File: config.mk
export PLATFORM = sky130hd
export DESIGN_NAME = unidade_controle_niveis
export DESIGN_NICKNAME = d
export VERILOG_FILES = /design/src/rtl/unidade_controle_niveis_pkg.sv /design/src/rtl/contador_m.sv /design/src/rtl/unidade_controle_niveis.sv
export SDC_FILE = /design/constraint.sdc
export NUM_CORES = 1
export LEC_CHECK = 0
export ABC_AREA = 1
export CORE_MARGIN = 3
export CORE_UTILIZATION = 43
export DETAILED_ROUTE_END_ITERATION = 8
export SYNTH_ARGS = -nofsm -noshare
export SYNTH_HDL_FRONTEND = slang
export SYNTH_SLANG_ARGS = --single-unit
File: constraint.sdc
create_clock -name clock -period 2.3 [get_ports clock]
set_clock_uncertainty 0.05 [all_clocks]
set_input_delay 0.46 -clock clock [delete_from_list [all_inputs] [get_ports clock]]
set_output_delay 0.46 -clock clock [all_outputs]
set_load 0.005 [all_outputs]
File: src/rtl/unidade_controle_niveis_pkg.sv
// Shared definitions for the level control unit: state codes, debug error code
// and a small max helper used for parameter-derived widths.
package unidade_controle_niveis_pkg;

    typedef enum logic [4:0] {
        INICIAL            = 5'd0,
        PREPARACAO         = 5'd1,
        INIC_NIVEL         = 5'd2,
        JOGANDO            = 5'd3,
        INIC_APAGADO       = 5'd4,
        MOSTRA_APAGADO     = 5'd5,
        INIC_ACESO         = 5'd6,
        MOSTRA_ACESO       = 5'd7,
        PROXIMA_PISCAGEM   = 5'd8,
        FIM_ANIMACAO       = 5'd9,
        CHECA_ULTIMO_NIVEL = 5'd10,
        PROXIMO_NIVEL      = 5'd11,
        EST_GANHOU         = 5'd12,
        PAUSA              = 5'd13,
        EST_PERDEU         = 5'd14
    } estado_t;

    localparam logic [4:0] DB_ERRO = 5'd31;

    function automatic int maxi(input int a, input int b);
        return (a > b) ? a : b;
    endfunction

endpackage

File: src/rtl/contador_m.sv
// Modulo-M up counter with synchronous clear, enable and terminal-count flag.
module contador_m #(
    parameter int M = 2,
    parameter int W = 1
) (
    input  logic         clock,
    input  logic         reset,
    input  logic         zera,
    input  logic         conta,
    output logic [W-1:0] Q,
    output logic         fim
);

    assign fim = (Q == W'(M - 1));

    always_ff @(posedge clock or posedge reset) begin
        if (reset)
            Q <= '0;
        else if (zera)
            Q <= '0;
        else if (conta)
            Q <= fim ? '0 : Q + 1'b1;
    end

endmodule

File: src/rtl/unidade_controle_niveis.sv
// Game control FSM: start, per-level play with optional timeout, pause/restart,
// level-complete blink animation, win and lose sequencing.
module unidade_controle_niveis
    import unidade_controle_niveis_pkg::*;
#(
    parameter int N_NIVEIS     = 8,
    parameter int NUM_PISCADAS = 3,
    parameter int T_APAGADO    = 25000000,
    parameter int T_ACESO      = 25000000,
    parameter int T_LIMITE     = 0
) (
    input  logic                                 clock,
    input  logic                                 reset,
    input  logic                                 iniciar,
    input  logic                                 pausar,
    input  logic                                 reiniciar_nivel,
    input  logic                                 nivel_concluido,
    output logic [maxi(1,$clog2(N_NIVEIS))-1:0]  nivel,
    output logic                                 zeraM,
    output logic                                 jogando,
    output logic                                 pausado,
    output logic                                 passou_nivel,
    output logic                                 ganhou,
    output logic                                 perdeu,
    output logic [4:0]                           db_estado
);

    localparam int NW   = maxi(1, $clog2(N_NIVEIS));
    localparam int TMAX = maxi(T_APAGADO, T_ACESO);
    localparam int TW   = maxi(1, $clog2(TMAX + 1));
    localparam int BW   = maxi(1, $clog2(NUM_PISCADAS));
    localparam int LW   = maxi(1, $clog2(T_LIMITE + 1));

    estado_t estado, prox;

    logic [TW-1:0] timer;
    logic [BW-1:0] piscadas;
    logic [LW-1:0] limite;
    logic          fimTimer, fimPiscadas, fimNivel, fimLimite;
    logic          zeraT, contaT, zeraB, contaB, zeraN, contaN, zeraL, contaL;
    logic          fimApagado, fimAceso, timeout;
    logic          unusedBits;

    // Counter controls are Moore decodes of the current state
    always_comb begin
        zeraT  = (estado == PREPARACAO) || (estado == INIC_APAGADO) || (estado == INIC_ACESO);
        contaT = (estado == MOSTRA_APAGADO) || (estado == MOSTRA_ACESO);
        zeraB  = (estado == PREPARACAO) || (estado == FIM_ANIMACAO);
        contaB = (estado == PROXIMA_PISCAGEM);
        zeraN  = (estado == PREPARACAO);
        contaN = (estado == PROXIMO_NIVEL) && !fimNivel;
        zeraL  = (estado == INIC_NIVEL);
        contaL = (estado == JOGANDO);
    end

    contador_m #(.M(TMAX + 1), .W(TW)) uTimer (
        .clock(clock), .reset(reset), .zera(zeraT), .conta(contaT), .Q(timer), .fim(fimTimer)
    );

    contador_m #(.M(NUM_PISCADAS), .W(BW)) uPiscadas (
        .clock(clock), .reset(reset), .zera(zeraB), .conta(contaB), .Q(piscadas), .fim(fimPiscadas)
    );

    contador_m #(.M(N_NIVEIS), .W(NW)) uNivel (
        .clock(clock), .reset(reset), .zera(zeraN), .conta(contaN), .Q(nivel), .fim(fimNivel)
    );

    contador_m #(.M(maxi(T_LIMITE, 1)), .W(LW)) uLimite (
        .clock(clock), .reset(reset), .zera(zeraL), .conta(contaL), .Q(limite), .fim(fimLimite)
    );

    assign fimApagado = (timer == TW'(T_APAGADO - 1));
    assign fimAceso   = (timer == TW'(T_ACESO - 1));
    assign timeout    = (T_LIMITE != 0) && fimLimite;
    assign unusedBits = ^{fimTimer, piscadas, limite};

    always_comb begin
        prox = estado;
        case (estado)
            INICIAL:            if (iniciar) prox = PREPARACAO;
            PREPARACAO:         prox = INIC_NIVEL;
            INIC_NIVEL:         prox = JOGANDO;
            JOGANDO: begin
                if (nivel_concluido)      prox = INIC_APAGADO;
                else if (timeout)         prox = EST_PERDEU;
                else if (reiniciar_nivel) prox = INIC_NIVEL;
                else if (pausar)          prox = PAUSA;
            end
            PAUSA: begin
                if (pausar)               prox = JOGANDO;
                else if (reiniciar_nivel) prox = INIC_NIVEL;
            end
            INIC_APAGADO:       prox = MOSTRA_APAGADO;
            MOSTRA_APAGADO:     if (fimApagado) prox = INIC_ACESO;
            INIC_ACESO:         prox = MOSTRA_ACESO;
            MOSTRA_ACESO:       if (fimAceso) prox = fimPiscadas ? FIM_ANIMACAO : PROXIMA_PISCAGEM;
            PROXIMA_PISCAGEM:   prox = INIC_APAGADO;
            FIM_ANIMACAO:       prox = CHECA_ULTIMO_NIVEL;
            CHECA_ULTIMO_NIVEL: prox = fimNivel ? EST_GANHOU : PROXIMO_NIVEL;
            PROXIMO_NIVEL:      prox = INIC_NIVEL;
            EST_GANHOU:         if (iniciar) prox = PREPARACAO;
            EST_PERDEU:         if (iniciar) prox = PREPARACAO;
            default:            prox = INICIAL;
        endcase
    end

    // Outputs are registered from the next state so they line up with estado
    always_ff @(posedge clock or posedge reset) begin
        if (reset) begin
            estado       <= INICIAL;
            zeraM        <= 1'b1;
            jogando      <= 1'b0;
            pausado      <= 1'b0;
            passou_nivel <= 1'b0;
            ganhou       <= 1'b0;
            perdeu       <= 1'b0;
        end else begin
            estado       <= prox;
            zeraM        <= (prox == INICIAL) || (prox == PREPARACAO) || (prox == INIC_NIVEL) ||
                            (prox == INIC_APAGADO) || (prox == INIC_ACESO);
            jogando      <= (prox == JOGANDO);
            pausado      <= (prox == PAUSA);
            passou_nivel <= (prox == INIC_ACESO) || (prox == MOSTRA_ACESO) || (prox == EST_GANHOU);
            ganhou       <= (prox == EST_GANHOU);
            perdeu       <= (prox == EST_PERDEU);
        end
    end

    assign db_estado = (estado > EST_PERDEU) ? DB_ERRO : estado;

endmodule

== Word-level counts from Yosys, hierarchy flattened ==
Index checks and enable logic that the tools add are counted.
Storage, ports and cells
  bits in registers: 41
  bits in latches: 0
  RAM bits: 0
  bits in read-only memories: 0
  output and inout bits: 14
  word-level logic and storage cells: 81
  memories kept: 0
Operators by class
  add/sub/neg operators: 3
  $mul: 0
  div/mod/pow operators: 0
  $lt $le $gt $ge: 1
  eq/ne operators: 27
  shift-type cells: 0
  mux-type cells: 21
  bitwise logic cells: 0
  reductions and logical operators: 19
Operators with widths (number)
  25-bit 2-to-1 mux: 3
  5-bit one-hot mux with 12 select lines: 1
  25-bit equality test, second input constant: 2
  5-bit by 4-bit equality test with 1-bit output, second input constant: 10
  5-bit 2-to-1 mux: 9
  5-bit by 3-bit equality test with 1-bit output, second input constant: 7
  25-bit by 1-bit adder with 25-bit output, second input constant: 1
  5-bit by 2-bit equality test with 1-bit output, second input constant: 4
  3-bit 2-to-1 mux: 4
  5-bit by 1-bit equality test with 1-bit output, second input constant: 2
  5-bit logical NOT: 2
  1-bit logical OR: 10
  2-bit 2-to-1 mux: 3
  2-bit nonzero test: 3
  5-bit by 4-bit > comparator with 1-bit output, second input constant: 1
  3-bit by 1-bit adder with 3-bit output, second input constant: 1
  3-bit equality test, second input constant: 1
  3-bit OR reduction: 1
  2-bit by 1-bit adder with 2-bit output, second input constant: 1
  2-bit equality test, second input constant: 1
  2-bit OR reduction: 1
  1-bit logical AND: 1
  1-bit logical NOT: 1
  1-bit 2-to-1 mux: 1

== Depth between registers and ports, before layout ==
  word-level depth: 9
  depth in mapped cells: 13

== By module ==
Synthesis repeated with hierarchy kept, for this count alone.
Second synthesis, totals
  cell total of the unflattened synthesis: 470
  area total of the unflattened synthesis: 3026.7 um^2
By module, submodules not included
  contador_m at uTimer: instances 1, cells an instance 229, area an instance 1642.8 um^2, seq. area each 625.6 um^2
  unidade_controle_niveis: instances 1, cells an instance 205, area an instance 1118.6 um^2, seq. area each 276.5 um^2
  contador_m at uNivel: instances 1, cells an instance 20, area an instance 158.9 um^2, seq. area each 75.1 um^2
  contador_m at uPiscadas: instances 1, cells an instance 16, area an instance 106.4 um^2, seq. area each 50.0 um^2

== Worst setup path after synthesis ==
No wires, ideal clock.
  path type: register to register
  start: reg uTimer.Q[0]
  end: reg passou_nivel
  data arrival time: 1505 ps
  data required time: 2128 ps
  slack: 623 ps
  cell stages (with the launch flop): 13
  path through: dfrtp_1 ha_1 nand3_1 inv_1 nand2_1 nor2_2 nand3_1 nand2_1 nand2_2 nand2_1 inv_1 nand3_1 nand2_1
Between the ends
  cells in the longest elaborated chain, start to end: 6
  elaborated cells between the ends (all ways): 9
RTL lines
  from (decl): RTL line contador_m.sv:10  | output logic [W-1:0] Q,
  from (signal assigned): RTL line contador_m.sv:22  | Q <= fim ? '0 : Q + 1'b1;
  25-bit equality test *: RTL line unidade_controle_niveis.sv:72, unidade_controle_niveis.sv:73
  5-bit 2-to-1 mux, on equally long branches: RTL line unidade_controle_niveis.sv:96, unidade_controle_niveis.sv:94
  5-bit one-hot mux with 12 select lines *: RTL line unidade_controle_niveis.sv:79  | case (estado)
  via prox[2]: RTL line unidade_controle_niveis.sv:34  | estado_t estado, prox;
  5-bit by 3-bit equality test with 1-bit output: RTL line unidade_controle_niveis.sv:123  | passou_nivel <= (prox == INIC_ACESO) || (prox == MOSTRA_ACESO) || (prox == EST_GANHOU);
  1-bit logical OR: RTL line unidade_controle_niveis.sv:123
  1-bit logical OR *: RTL line unidade_controle_niveis.sv:123
  to (signal assigned): RTL line unidade_controle_niveis.sv:123
  to (decl): RTL line unidade_controle_niveis.sv:22  | output logic passou_nivel,
The timed path passes the listed nets; every way through them passes the cells marked *.
A chain may end at the register's enable or synchronous reset.

== Final worst setup path ==
  start: reg estado[3]
  end: out db_estado[1]
Between the ends
  cells in the longest elaborated chain, start to end: 2
RTL lines
  from (decl): RTL line unidade_controle_niveis.sv:34
  from (signal assigned): RTL line unidade_controle_niveis.sv:118  | estado <= prox;
  5-bit by 4-bit > comparator with 1-bit output: RTL line unidade_controle_niveis.sv:129  | assign db_estado = (estado > EST_PERDEU) ? DB_ERRO : estado;
  5-bit 2-to-1 mux: RTL line unidade_controle_niveis.sv:129
  to (decl): RTL line unidade_controle_niveis.sv:25  | output logic [4:0] db_estado
Every way passes these cells.

==> impl_results.md <==
* Post-synth EDFFs at 0
* First-pass GRT wire length at 12.0 mm
* Vias per cell at 5.16
* Slowest stage delay, CP at 490 ps
* Rows at 28
* Ratio of cells with drive above 1 in the final layout at 12.4%
* Synth cell types at 36
* Drt initial violations at 148
* Startpoint types: flop
* Die area at 7530 um^2
* Final Routed Wirelength at 6.83 mm
* Total CTS buffers at 5
* GRT Residual Overflow at 0
* DP HPWL at 5.23 mm
* Worst hold slack at 373 ps
* Core footprint at 6130 um^2
* Critical path class: reg2out
* Fin crit period at 2230 ps
* Warnings from Yosys at 0
* Register area share after synthesis at 36.6%
* Outcome: complete, no violations
* Synth Area per Inst at 7.03 um^2
* CP dominant cell by count: nand2_1
* Crit. End Element: primary output
* CTS clock-pin slew for the worst setup and hold paths at 80 ps
* Clock tree buffer depth at 2
* Post-Synthesis Cells at 399
* Async set-reset flop share out of synthesis at 100%
* DRT antenna net count at 0
* Worst r2r src: uTimer.Q[0]$_DFFE_PP0P_
* Commonest non-fill, non-tap cell in the layout: nand2_1
* Critical Path Source: estado[3]$_DFF_PP0_
* Commonest non-fill, non-tap cells in the layout: 90 x nand2_1, 55 x inv_1, 52 x nor2_1
* IO Count at 20
* Clk Latency, worst-skew pair at 290 ps
* First-pass detailed-route iteration total at 4
* Crit path cell chain: nand2_1 > o21ai_2 > inv_1 > nand2_1 > clkdlybuf4s50_1
* Pin count of the biggest net entering global routing at 33
* Fin. Hold Viols at 0
* Effective utilization at floorplan at 45.8%
* MaxCap Viol Count at 0
* DRC at 0
* Number of slew-limit violations in the final report at 0
* Chip Width at 86.8 um
* Mapped Area at 2810 um^2
* Min-delay worst type: in2async
* IO Port Bufs at 19
* Post-synth net total at 409
* H-tree depth at 2
* Area growth from synthesis to layout at 14.2%
* Gpl congestion at 0.929
* GRT Util Overall at 19.9%
* CP Data Required Time at 1790 ps
* Nets at 436
* Routed WL per cell at 13.6 um
* Initial antenna violation count at 0
* Vias in the first global route at 2523
* Static leakage at 1.59 nW
* Final Cycle Share at 96.8%
* Die Y at 86.8 um
* Setup TNS at 0 ps
* Max VDD drop at 0.325 mV
* Crit path max fanout at 7
* Ant. Diodes at 0
* Root Driver: clkbuf_8
* Post-synth top flop: dfrtp_1
* Final core utilization at 52.3%
* Clock sinks at 41
* Pwr/cell area at 613 nW/um^2
* Synth Register Bits at 41
* Final setup violation count at 0
* Vias at 2589
* CTS tree: done
* Max Clock Freq at 449 MHz
* Arrival time at the worst endpoint at 1720 ps
* Slowest CP cell: clkdlybuf4s50_1
[cell families after synthesis]
| kind of cell | count (synthesis) | share of synthesized area, % |
|---|---|---|
| AOI/OAI and AO/OA | 40 | 8.43 |
| other | 1 | 0.134 |
| buffers and inverters | 69 | 10.2 |
| and+or+nand+nor | 238 | 41.0 |
| adders and majority gates | 4 | 1.78 |
| xor gates and xnor gates | 6 | 1.87 |
| DFF | 41 | 36.6 |
[metrics by stage]
stage,worst slack [ps],std cells,power (mW),cell area (um^2)
2_1_floorplan,623,399,1.29,2810
3_3_place_gp,288,493,1.46,3100
3_5_place_dp,258,493,1.46,3100
4_1_cts,18.5,501,1.97,3190
5_1_grt,-11.6,502,2.10,3200
6_report,74.5,502,1.96,3200
[registers in the layout, indices dropped and copies added (netlist names), 2 cells and up]
signal,count
uTimer.Q,25
estado,5
uNivel.Q,3
uPiscadas.Q,2
[cells in the mapped netlist, types with 2 or more instances]
library cell	count	area, um^2
nor3b_1	2	15.0
o21ai_0	13	65.1
inv_1	56	210
nor2_2	5	31.3
nand3_1	28	140
nand4_1	15	93.8
nor2_4	4	45.0
nand3_2	2	20.0
nor2_1	52	195
ha_1	4	50.1
nand2_1	90	338
buf_6	2	22.5
nor3_2	2	20.0
nand2_2	6	37.5
nor3_1	25	125
dfrtp_1	40	1000
xor2_1	6	52.6
o31ai_1	4	30.0
inv_4	2	12.5
o21ai_1	4	20.0
o21ai_2	2	17.5
nand2_4	3	33.8
a22oi_1	2	15.0
a21oi_1	13	65.1
inv_2	6	22.5
[report_power, final]
| group | total (mW) | switching (mW) | leakage [nW] | internal [mW] |
|---|---|---|---|---|
| Sequential | 0.847 | 0.0609 | 0.557 | 0.786 |
| Combinational | 0.623 | 0.413 | 0.987 | 0.211 |
| Clock | 0.494 | 0.249 | 0.0455 | 0.245 |
| Total | 1.96 | 0.723 | 1.59 | 1.24 |
[worst max-delay path, delay by kind of cell, from the launching register on]
family / cells / cell delay (ps)
flip-flops: 1 / 470
AO/OA/AOI/OAI: 1 / 180
AND/OR/NAND/NOR: 2 / 210
buffers and inverters: 2 / 570
[metal layers]
metal  vias to the layer above  GRT usage [%]  part of all wire [%]
li1                       1345              -                     -
met1                      1191           30.2                    53
met2                        48           29.8                    42
met3                         5           3.04                   3.9
met4                         0           4.39                  0.59
met5                         -              0                     0
[what timing repair did]
item | in CTS | in global routing
endpoints found under the hold margin | 0 | 0
setup endpoints to repair | 3 | 4
hold buffers | 0 | 0
cloned | 0 | 0
pin swaps | 0 | 0
buffers inserted | 0 | 1
gates resized for setup | 2 | 3
[worst paths after layout]
| path | endpoint | slack [ps] | depth (start not counted) |
|---|---|---|---|
| worst max-delay path | db_estado[1] | 70 | 5 |
| worst min-delay path | passou_nivel$_DFF_PP0_ | 370 | 2 |
| worst max register to register | zeraM$_DFF_PP1_ | 260 | 12 |
| worst min register to register | uNivel.Q[1]$_DFFE_PP0P_ | 480 | 2 |
| max in group asynchronous | estado[3]$_DFF_PP0_ | 1340 | 3 |
| min in group clock | uNivel.Q[1]$_DFFE_PP0P_ | 480 | 2 |
[area by class of cell]
cell class | instances | area, um^2
fill | 595 | 2930
inverter | 64 | 245
clock buffer | 8 | 90.1
sequential | 41 | 1030
timing repair buffer | 25 | 248
multi-input combinational | 289 | 1500
tap | 75 | 93.8
Power figures use the tool's default switching activity.
